==> config.mk <==
export PLATFORM = sky130hd
export DESIGN_NAME = rns_forward_converter
export DESIGN_NICKNAME = d
export VERILOG_FILES = /design/src/rtl/rns_forward_converter.sv
export SDC_FILE = /design/constraint.sdc
export NUM_CORES = 1
export LEC_CHECK = 0
export ABC_AREA = 0
export CAP_MARGIN = 25
export CORE_MARGIN = 8
export CORE_UTILIZATION = 45
export CTS_CLUSTER_DIAMETER = 60
export DETAILED_ROUTE_END_ITERATION = 8
export PLACE_DENSITY_LB_ADDON = 0.1
export SLEW_MARGIN = 10
export SYNTH_ARGS = -nofsm -noshare
export SYNTH_HDL_FRONTEND = slang
export SYNTH_SLANG_ARGS = --single-unit
export TNS_END_PERCENT = 1
==> constraint.sdc <==
create_clock -name clk -period 3.56 [get_ports clk]
set_input_delay 0.712 -clock clk [delete_from_list [all_inputs] [get_ports clk]]
set_output_delay 0.712 -clock clk [all_outputs]
set_load 0.01 [all_outputs]
==> src/rtl/rns_forward_converter.sv <==
// Bit-serial binary-to-residue converter: in_data mod three 3-bit moduli.
// Ports: clk, rst_n (sync, low), in_valid/in_ready/in_data/moduli_a..c in, out_valid/out_ready/res_a..c/err out.
module rns_forward_converter #(
  parameter int W_IN = 8
) (
  input  logic            clk,
  input  logic            rst_n,
  input  logic            in_valid,
  output logic            in_ready,
  input  logic [W_IN-1:0] in_data,
  input  logic [2:0]      moduli_a,
  input  logic [2:0]      moduli_b,
  input  logic [2:0]      moduli_c,
  output logic            out_valid,
  input  logic            out_ready,
  output logic [2:0]      res_a,
  output logic [2:0]      res_b,
  output logic [2:0]      res_c,
  output logic            err
);

  localparam int CW = (W_IN > 1) ? $clog2(W_IN) : 1;

  typedef enum logic [1:0] {
    IDLE,
    CALC,
    DONE
  } state_t;

  state_t          state;
  logic [W_IN-1:0] sh;
  logic [CW-1:0]   cnt;
  logic [2:0]      mod_a;
  logic [2:0]      mod_b;
  logic [2:0]      mod_c;
  logic [3:0]      r_a;
  logic [3:0]      r_b;
  logic [3:0]      r_c;
  logic [3:0]      nr_a;
  logic [3:0]      nr_b;
  logic [3:0]      nr_c;
  logic            err_q;

  // One restoring step: shift in the next operand bit, subtract once.
  function automatic logic [3:0] step(
    input logic [3:0] r,
    input logic       b,
    input logic [2:0] m
  );
    logic [3:0] t;
    t = {r[2:0], 1'b0} + {3'b000, b};
    return (t >= {1'b0, m}) ? t - {1'b0, m} : t;
  endfunction

  // A zero modulus never reduces, so its remainder is meaningless.
  function automatic logic [2:0] fin(
    input logic [3:0] r,
    input logic [2:0] m
  );
    return (m == 3'd0) ? 3'd0 : r[2:0];
  endfunction

  always_comb begin
    nr_a = step(r_a, sh[W_IN-1], mod_a);
    nr_b = step(r_b, sh[W_IN-1], mod_b);
    nr_c = step(r_c, sh[W_IN-1], mod_c);
  end

  always_ff @(posedge clk) begin
    if (!rst_n) begin
      state     <= IDLE;
      in_ready  <= 1'b1;
      out_valid <= 1'b0;
      sh        <= '0;
      cnt       <= '0;
      mod_a     <= 3'd0;
      mod_b     <= 3'd0;
      mod_c     <= 3'd0;
      r_a       <= 4'd0;
      r_b       <= 4'd0;
      r_c       <= 4'd0;
      err_q     <= 1'b0;
      res_a     <= 3'd0;
      res_b     <= 3'd0;
      res_c     <= 3'd0;
      err       <= 1'b0;
    end else begin
      unique case (state)
        IDLE: begin
          if (in_valid && in_ready) begin
            sh       <= in_data;
            mod_a    <= moduli_a;
            mod_b    <= moduli_b;
            mod_c    <= moduli_c;
            r_a      <= 4'd0;
            r_b      <= 4'd0;
            r_c      <= 4'd0;
            cnt      <= CW'(W_IN - 1);
            err_q    <= (moduli_a == 3'd0) |
                        (moduli_b == 3'd0) |
                        (moduli_c == 3'd0);
            in_ready <= 1'b0;
            state    <= CALC;
          end
        end
        CALC: begin
          r_a <= nr_a;
          r_b <= nr_b;
          r_c <= nr_c;
          sh  <= sh << 1;
          cnt <= cnt - CW'(1);
          if (cnt == '0) begin
            res_a     <= fin(nr_a, mod_a);
            res_b     <= fin(nr_b, mod_b);
            res_c     <= fin(nr_c, mod_c);
            err       <= err_q;
            out_valid <= 1'b1;
            state     <= DONE;
          end
        end
        DONE: begin
          if (out_valid && out_ready) begin
            out_valid <= 1'b0;
            in_ready  <= 1'b1;
            state     <= IDLE;
          end
        end
        default: begin
          state     <= IDLE;
          in_ready  <= 1'b1;
          out_valid <= 1'b0;
        end
      endcase
    end
  end

endmodule

# Yosys cells after proc, flatten, opt, wreduce, memory -nomap -nowiden
# Cells that the tools add are included.
# totals
out_inout_bits	12
register_bits	44
inputBits	21
wordCells	76
# classes
n_reduce_logical	17
muxes	24
bitwise_logic	4
eq_ne	5
magnitude_cmp	3
n_addsub	7
# op_table
op	n
3-bit 2-to-1 mux	8
3-bit case mux with 2 select lines	4
3-bit zero test	7
8-bit case mux with 2 select lines	1
4-bit by 1-bit adder with 4-bit output	3
4-bit by 3-bit >= comparator with 1-bit output	3
3-bit AND reduction	3
3-bit subtractor	3
8-bit 2-to-1 mux	1
2-bit 2-to-1 mux	3
2-bit inequality test, second input constant	3
1-bit case mux with 3 select lines	2
2-bit case mux with 3 select lines	1
2-bit AND reduction	3
1-bit 2-to-1 mux	4
3-bit by 1-bit subtractor with 3-bit output, second input constant	1
2-bit by 1-bit equality test with 1-bit output, second input constant	1
2-bit equality test, second input constant	1
1-bit logical AND	2
2-bit zero test	1
1-bit inverter	2
1-bit OR	2
2-bit nonzero test	1

# Depth between registers and ports, before layout
# depth
depth_word	4
ltp_mapped	7
depth_no_buf	7

# Worst setup path after synthesis
# Ideal clock, no wire load.
# synth_path
kind	register to register
startpoint	reg sh[7]
endpoint	reg res_a[1]
period_less_slack_ps	1836
setup_slack_ps	1724
arrival_ps	1769
path_buffers	0
stages_incl_launch_ff	8
required_ps	3493
setup_ps	67
path_cell_list	dfxtp_1 > inv_1 > ha_1 > fa_1 > a21bo_1 > a211o_1 > mux2_4 > o21ai_2
# synth_via
elab_chain_len	4
elab_cells_between_ends	5
classes_between	2 x add/sub; 1 x order compare; 2 x mux
# synth_lines
item	line_no	text
start: declaration	31	logic [W_IN-1:0] sh;
start signal: assignment	91	sh <= in_data;
start signal: assignment	110	sh <= sh << 1;
4-bit by 1-bit adder with 4-bit output *	51	t = {r[2:0], 1'b0} + {3'b000, b};
4-bit by 3-bit >= comparator with 1-bit output or 3-bit subtractor (tied branches)	52	return (t >= {1'b0, m}) ? t - {1'b0, m} : t;
3-bit 2-to-1 mux *	52	
3-bit 2-to-1 mux *	60	return (m == 3'd0) ? 3'd0 : r[2:0];
end signal: assignment	113	res_a <= fin(nr_a, mod_a);
end: declaration	16	output logic [2:0] res_a,
# Every way passes the cells marked *; elsewhere a longest branch is shown, timed or not.
# A chain may end at the register's enable or synchronous reset.

# Worst setup path in the final report
# layout_path
startpoint	in in_valid
endpoint	reg r_c[2]
# layout_via
elab_chain_len	3
# layout_lines
item	line_no	text
start: declaration	8	input logic in_valid,
1-bit logical AND	90	if (in_valid && in_ready) begin
2-bit inequality test (no line)	-	
2-bit AND reduction (no line)	-	
end signal: assignment	109	r_c <= nr_c;
end: declaration	38	logic [3:0] r_c;
# Every way passes these cells.

==> flow_summary.toml <==
[worst_setup_path]
critical_path_class = "input port to flip-flop"
worstPathRequired_ps = 3730
crit_slowest_cell = "nand4bb_1"
reg2reg_to = "res_a[1]"
crit_start = "in_valid"
cp_max_fo = 14
r2r_slack_ps = 1400
path_cells = "clkdlybuf4s50_1, nand4bb_1, and3_1, nand2_1, o21ai_0"
end_kind = "flip-flop"
arrival_ps = 2570
reg2reg_from = "sh[7]"
worstSetupStartpointType = "input port"
slowest_delay_ps = 590
r2r_cells = 7

[timing]
final_max_slew_viol_count = 0
fin_ws_ps = 1160
fin_setup_tns_ps = 0
slew_headroom = 0.516
worstMarginPinSlew_ps = 722
finalSetupViolations = 0
fmax_mhz = 417
rsz0062_at_grt = "false"
fin_crit_ps = 2400
period_share = 0.674
finalClockSkew_ps = 8.33
hold_violations = 0

[final_layout]
layout_common_cells = "62 x nand2_1, 44 x dfxtp_1, 32 x clkdlybuf4s50_1, 16 x inv_1, 15 x a21boi_0"
diodes = 0
final_common_cell = "nand2_1"
final_net_count = 325
multi_input_area_um2 = 1240
fillers = 463
area_delta_synth_final_pct = 19.7
final_design_area_no_fill_um2 = 2680
drive_gt1_frac = 0.0552
layout.cells.non_filler = 357
seqCellArea_um2 = 881

[synthesis]
syn-cell-area_um2 = 2240
synth_warnings = 0
ys_async_sr_fraction = 0
yosys.area_share.adder = 0.0882
synth_seq_cells = 44
synthSimpleGateAreaFrac = 0.219
synth-xor-area-share = 0
syn_inst = 261
syn_area_per_cell_um2 = 8.59
ys.flop_type = "dfxtp_1"
muxShareOfSynthArea = 0.0201
mappedNetlistNets = 296
ys_types = 38
synth_top_family_by_area = "compound AO/OA/AOI/OAI gates"
synth_edf_count = 0
yosysSeqAreaShare = 0.393
synth-compound-area-share = 0.228

[clock_tree]
cts_made_buffers = 5
cts_tree = "yes"
ctsHoldBuffers = 0
post-cts-setup-buffers = 0
cts-root-buf = "clkbuf_8"
clkSlewWorstSetupHoldPaths_ps = 90
cts_sinks = 44
clk_latency_ps = 290
cts_htree_levels = 2
ctsResizeCount = 0
cts_max_path_buffers = 2

[power]
powerDensity_nw_per_um2 = 484
leakagePower_nw = 1.08
vdd_ir_drop_max_v = 0.000226
total_power_mw = 1.30

[placement]
hpwlAfterDp_um = 3690
placedCellCount = 350
gp_congestion = 0.860
place_area_um2 = 2610
post-place-ws_ps = 839
port_buffers = 32

[detailed_routing]
vias = 1839
dr.first_iter.drc_count = 51
viasPerCell = 5.15
ant_nets = 0
wl_um = 5000
dr.pass1.iters = 4
wl_per_cell_um = 14.0
drcViolationCount = 0

[hold_path]
hold_start = "err_q"
whs_path_depth = 2
hold_class = "flip-flop to flip-flop"
min_to = "err"

[floorplanning]
die_area_um2 = 7490
initial_core_util = 0.471
row_count = 25
ios = 33
die_y_um = 86.6
die_width_um = 86.6
core-area_um2 = 4750

[job]
cap_violations = 0

[grt]
overflow = 0
grt_pass1_vias = 1792
globalRouteTotalUtil = 0.143
antenna_found_initial = 0
grt_pass1_wl_um = 8610
grt_max_degree = 23

[run_status]
status = "finished, final reports clean"
-- flip-flops by register name, summed over array words and instances, names as in the netlist --
register	flops
r_b	3
res_c	3
cnt	3
err_q	1
res_b	3
res_a	3
sh	8
state	2
mod_b	3
mod_a	3
in_ready	1
err	1
r_a	3
out_valid	1
r_c	3
mod_c	3
-- worst max-delay path by stage --
stage	endpoint	depth (start not counted)
after floorplan	res_a[1]	7
after global placement	r_c[0]	5
after detailed placement	r_c[2]	5
after CTS	r_c[2]	5
after global routing	r_a[0]	5
final	r_c[2]	5
-- per-layer routing --
layer,GRT usage,part of all wire
met5,0,0
met2,0.230,0.45
met1,0.176,0.49
met4,0.0563,0.022
met3,0.0378,0.035
-- cell usage after synthesis (2+ instances only) --
| master | count | area share |
|---|---|---|
| dfxtp_1 | 44 | 0.39 |
| a21oi_1 | 3 | 0.0067 |
| o2bb2ai_1 | 2 | 0.0078 |
| nand3_1 | 14 | 0.031 |
| buf_2 | 8 | 0.018 |
| ha_1 | 11 | 0.061 |
| o21a_1 | 4 | 0.013 |
| and3_1 | 2 | 0.0056 |
| inv_1 | 16 | 0.027 |
| a211o_1 | 3 | 0.012 |
| o22ai_1 | 3 | 0.0084 |
| o2bb2ai_2 | 2 | 0.013 |
| o31ai_1 | 3 | 0.010 |
| fa_1 | 3 | 0.027 |
| or2b_1 | 3 | 0.010 |
| a21bo_1 | 3 | 0.013 |
| o211ai_1 | 2 | 0.0067 |
| nand2_1 | 62 | 0.10 |
| a21boi_0 | 15 | 0.050 |
| o21ai_1 | 3 | 0.0067 |
| clkbuf_1 | 4 | 0.0067 |
| or3_1 | 3 | 0.0084 |
| mux2_4 | 3 | 0.020 |
| nand4_1 | 3 | 0.0084 |
| o211a_1 | 8 | 0.036 |
| nor3_1 | 7 | 0.016 |
| nand2b_1 | 4 | 0.011 |
| o21ai_0 | 10 | 0.022 |
| a211oi_1 | 4 | 0.013 |
-- stage by stage --
| step | hold slack [ps] | util |
|---|---|---|
| after floorplan | 438 | - |
| after global placement | 452 | 0.548 |
| after detailed placement | 446 | 0.548 |
| after CTS | 472 | 0.564 |
| after global routing | 484 | 0.564 |
| final | 465 | 0.564 |
-- where the power goes --
| part | switching, mW | internal, mW |
|---|---|---|
| combinational | 0.226 | 0.185 |
| sequential | 0.0418 | 0.547 |
| clock | 0.165 | 0.134 |
| total | 0.432 | 0.866 |
-- logic make-up (layout without fill, tap and decap cells) --
kind of cell               Yosys count  after routing
and+or+nand+nor                    105            105
AOI/OAI and AO/OA                   67             67
DFF                                 44             44
buffers and inverters               28             57
adders and majority gates           14             14
muxes                                3              3
-- layout make-up --
type                    instances  area share
repair buffers                 34       0.125
inverters                      16      0.0224
clock buffers                   6      0.0271
well taps                      67      0.0313
multi-input cells             189       0.464
flip-flops and latches         44       0.328
clock inverters                 1     0.00187
-- critical path, delay by kind of cell --
| family | cells | cell delay, ps |
|---|---|---|
| simple gates | 3 | 1270 |
| buf+inv | 1 | 500 |
| compound gates | 1 | 80 |
No activity file was read; power rests on OpenSTA's default activity.
==> RTL edit 1: new RTL, same settings <==
Re-encode `state_t` (3 states) as one-hot, 3 bits wide.
--- a/src/rtl/rns_forward_converter.sv
+++ b/src/rtl/rns_forward_converter.sv
@@ -23,6 +23,6 @@
 
-  typedef enum logic [1:0] {
-    IDLE,
-    CALC,
-    DONE
+  typedef enum logic [2:0] {
+    IDLE = 3'b001,
+    CALC = 3'b010,
+    DONE = 3'b100
   } state_t;
Formal check against the unedited RTL: no difference found for any inputs over 10 cycles, from zero or initial values and one cycle with rst_n low; not proved beyond that.
==> RTL edit 1 against the original RTL <==
Setup slack improved by 0.27 ns. Routed wire length rose by 4.1%. Sequential cell count rose by 1. Total power rose by 30%. Die area rose by 1.0%. Combinational power rose by 64%. Non-clock buffer count rose by 1. Synthesized area rose by 1.2%. Clock skew fell by 0.0029 ns. Design area rose by 1.6%. Largest power group unchanged.
==> RTL edit 1: results <==
finish:
  largest_reg_flops: 8
  fin_nets: 342
  fill_cells: 479
  antenna-diode-count: 0
  layout.cells.non_filler: 378
  post_route_cells_drive_above_1_share_pct: 6.169
pwr:
  ir_drop_mv: 0.3870
  p_comb_share_pct: 39.7
  power_clock_mw: 0.348
  p_leak_nw: 0.9854
  p_sw_share_pct: 38.17
worst_setup_path:
  arrival_ns: 2.37
  crit_fanout: 9
  r2r_slack_ns: 1.52
  reg2regPathDepth: 4
  r2r-start: "state[1]"
  r2r_end: "res_c[0]"
global_routing:
  grt_start_max_net_pins: 28
  met2_usage_pct: 23.66
  grt_first_pass_wirelength_mm: 8.769
  grt_util_met3_pct: 3.679
  antenna_found_initial: 0
  grtUsageMet1_pct: 18.26
  first_global_vias: 1875
  grt_usage_pct: 14.58
cts:
  clkLatencyLatePin_ns: 0.30
  cts_buffers: 5
  htree_levels: 2
  max-clock-path-buffers: 2
logic_synthesis:
  synth.top_cells.by_count: "dfxtp_1 (45), nand2_1 (42), a21oi_1 (22)"
  ys_types: 33
  synthTopCellsByArea: "dfxtp_1 (40%), nand2_1 (6.9%), ha_1 (6.1%), a21oi_1 (4.9%), nand3_1 (4.0%)"
  syn_avg_cell_area_um2: 8.160
  async_reset_ff_share_pct: 0
  syn_nets: 313
  ys_seq_area_share_pct: 39.71
  synthFlopType: "dfxtp_1"
drt:
  topRoutingLayerUsed: "met4"
  first_iter_violations: 81
  met2_length_mm: 2.394
  wl_met3_um: 192
  wirelength_met1_mm: 2.560
  wl_per_cell_um: 13.76
  vias: 1951
  firstDrtPassIters: 4
min_path:
  hold_path_end: "cnt[0]"
  hold_path_startpoint: "cnt[0]"
  hold_class: "flop to flop"
timing:
  clock_skew_ns: 0.005402
  fin_hold_ws_ns: 0.4599
  tightest_slew_ns: 0.8534
placement:
  gp_congestion: 0.7814
  dp_cells: 370
  place_hpwl_mm: 3.833
status:
  status: "complete, no violations"
==> RTL edit 1: changes by cell type in the layout (fill, tap and decap cells not counted), sizes merged, moves of 4 or more <==
cell    before  now
nor2         2   19
nand2       62   42
a31oi        0    8
a221oi       0    4
nor2b        0   10
nand3       14   18
a21boi      15    0
or2          0    7
o211a        8    0
a21oi        3   22
nor3         7   11
==> RTL edit 1: logic make-up after synthesis <==
kind of cell	synth area share, %
compound gates	19.53
flops	39.71
simple gates	23.77
buf+inv	5.902
fa+ha+maj	8.715
mux	2.372
==> RTL edit 1: layout make-up <==
class / instances / area [µm²] / share of cell area (%)
clock inverter: 1 / 5.005 / 0.1836
timing repair buffer: 35 / 342.8 / 12.57
multi-input combinational: 204 / 1234 / 45.25
sequential: 45 / 900.9 / 33.04
inverter: 16 / 60.06 / 2.203
clock buffer: 7 / 96.34 / 3.534
tap: 70 / 87.58 / 3.212
==> RTL edit 1: critical path: stages <==
cell	delay, ns
clkdlybuf4s50_1	0.66
inv_1	0.10
a21oi_1	0.65
a22o_1	0.26
==> RTL edit 1: per-stage QoR <==
stage | worst slack (ns) | cell area [µm²] | util, % | power (mW)
2_1_floorplan | 1.735 | 2268 | - | 1.202
3_5_place_dp | 1.131 | 2625 | 52.74 | 1.360
4_1_cts | 1.448 | 2726 | 54.78 | 1.706
3_3_place_gp | 1.182 | 2625 | 52.74 | 1.350
6_report | 1.429 | 2726 | 54.78 | 1.692
5_1_grt | 1.298 | 2726 | 54.78 | 1.838
==> RTL edit 1: worst max-delay path by stage <==
stage | from | to | slack (ns)
after floorplan | sh[7] | r_a[1] | 1.73
after global placement | rst_n | res_a[2] | 1.18
after global routing | state[1] | res_c[1] | 1.30
final | rst_n | res_a[2] | 1.43
after detailed placement | rst_n | res_a[2] | 1.13
after CTS | rst_n | res_a[2] | 1.45
==> RTL edit 2: new RTL, config.mk and constraints unchanged <==
Made on the original files. `W_IN`: 8 -> 16.
--- a/src/rtl/rns_forward_converter.sv
+++ b/src/rtl/rns_forward_converter.sv
@@ -3,3 +3,3 @@
 module rns_forward_converter #(
-  parameter int W_IN = 8
+  parameter int W_IN = 16
 ) (
Interface: changed (resized in_data); port bits go from 33 to 41. No check against the original RTL was run, so the function may have changed too.
==> RTL edit 2 against the original RTL <==
Sequential share of layout area up 0.84 points. Count of clock-buffer cells in the layout down 1. Design area up 17%. Sequential cell count up 9. Synthesized area up 16%. Setup slack better by 0.23 ns. Register-to-register slack better by 0.05 ns. Total power up 15%. Routed wire length up 22%.
==> RTL edit 2: results <==
logic_synthesis:
  synth.top_cells.by_count: "dfxtp_1 (53), nand2_1 (44), a21oi_1 (36)"
  syn_inst: 296
  syn_nets: 338
  ys_seq_area_share_pct: 40.67
  synthTopCellsByArea: "dfxtp_1 (41%), a21oi_1 (6.9%), nand2_1 (6.3%), ha_1 (4.8%), a22oi_1 (4.3%)"
global_routing:
  grt_first_pass_wirelength_mm: 10.47
  first_global_vias: 2195
  grt_usage_pct: 14.91
  grt_start_max_net_pins: 27
placement:
  gp_congestion: 0.7922
  post_dp_cell_area_mm2: 0.003035
  portBuffers: 40
  post-place-ws_ns: 1.060
  dp_cells: 397
worst_setup_path:
  crit_fanout: 21
  arrival_ns: 2.40
  critPathMaxStageDelay_ns: 0.53
finish:
  fill_cells: 507
  layout.cells.non_filler: 405
  fin_nets: 374
  post_route_cells_drive_above_1_share_pct: 6.907
timing:
  clock_skew_ns: 0.005837
drt:
  viasPerCell: 5.575
  wl_per_cell_um: 15.05
cts:
  clkLatencyLatePin_ns: 0.31
pwr:
  p_leak_nw: 1.160
status:
  status: "complete, no violations"
==> RTL edit 2: changes by cell type after synthesis, sizes merged, moves of 7 or more <==
cell	before	now
a21oi	3	36
nand3	14	5
o21ai	14	7
dfxtp	44	53
a21boi	15	2
a22oi	0	15
nand2	62	44
nor2	2	11
o211a	8	0
==> RTL edit 2: routing by layer <==
metal  up-vias  routed length [µm]  GRT usage [%]
met5         -                   0              0
met4         0                  42          4.832
li1       1141                   -              -
met1      1055                2968          19.34
met2        58                2767          23.78
met3         4                 318          3.423
==> RTL edit 2: path summary, 6_finish.rpt <==
kind,startpoint,endpoint,slack [ns],cells past startpoint
setup / recovery,in_valid,cnt[1],1.39,5
hold / removal,sh[10],sh[10],0.46,2
setup reg to reg,sh[15],r_b[1],1.45,7
hold reg to reg,sh[10],sh[10],0.46,2
==> RTL edit 2: logic make-up (layout without fill, tap and decap cells) <==
logic type,Yosys count,count (layout),share of synthesized area (%)
fa+ha+maj,13,13,7.098
flops,53,53,40.67
buf+inv,32,69,6.186
compound gates,97,97,25.04
simple gates,97,97,19.33
mux,4,4,1.679
==> RTL edit 2: power by group through the flow <==
stage                     clock, mW  sequential, mW  combinational [mW]
after CTS                     0.430           0.685               0.391
after global placement            0           0.698               0.388
after detailed placement          0           0.698               0.389
final                         0.423           0.685               0.388
after global routing          0.462           0.693               0.430
after floorplan                   0           0.687               0.300
==> RTL edit 2: stage by stage <==
step	power, mW	utilization [%]
after floorplan	0.9870	-
after global placement	1.085	54.79
after detailed placement	1.087	54.79
after CTS	1.506	56.87
after global routing	1.586	56.87
final	1.495	56.87
==> RTL edit 2: cell type report <==
class                      instances  share of cell area [%]
timing repair buffer              45                   13.90
clock inverter                     3                   1.469
tap                               72                   2.859
clock buffer                       5                   2.184
inverter                          16                   1.906
multi-input combinational        211                   44.00
sequential                        53                   33.68
==> RTL edit 2: worst min-delay path, stage by stage (launching register included) <==
cell	delay, ns
dfxtp_1	0.32
nand2_1	0.05
a21oi_1	0.05
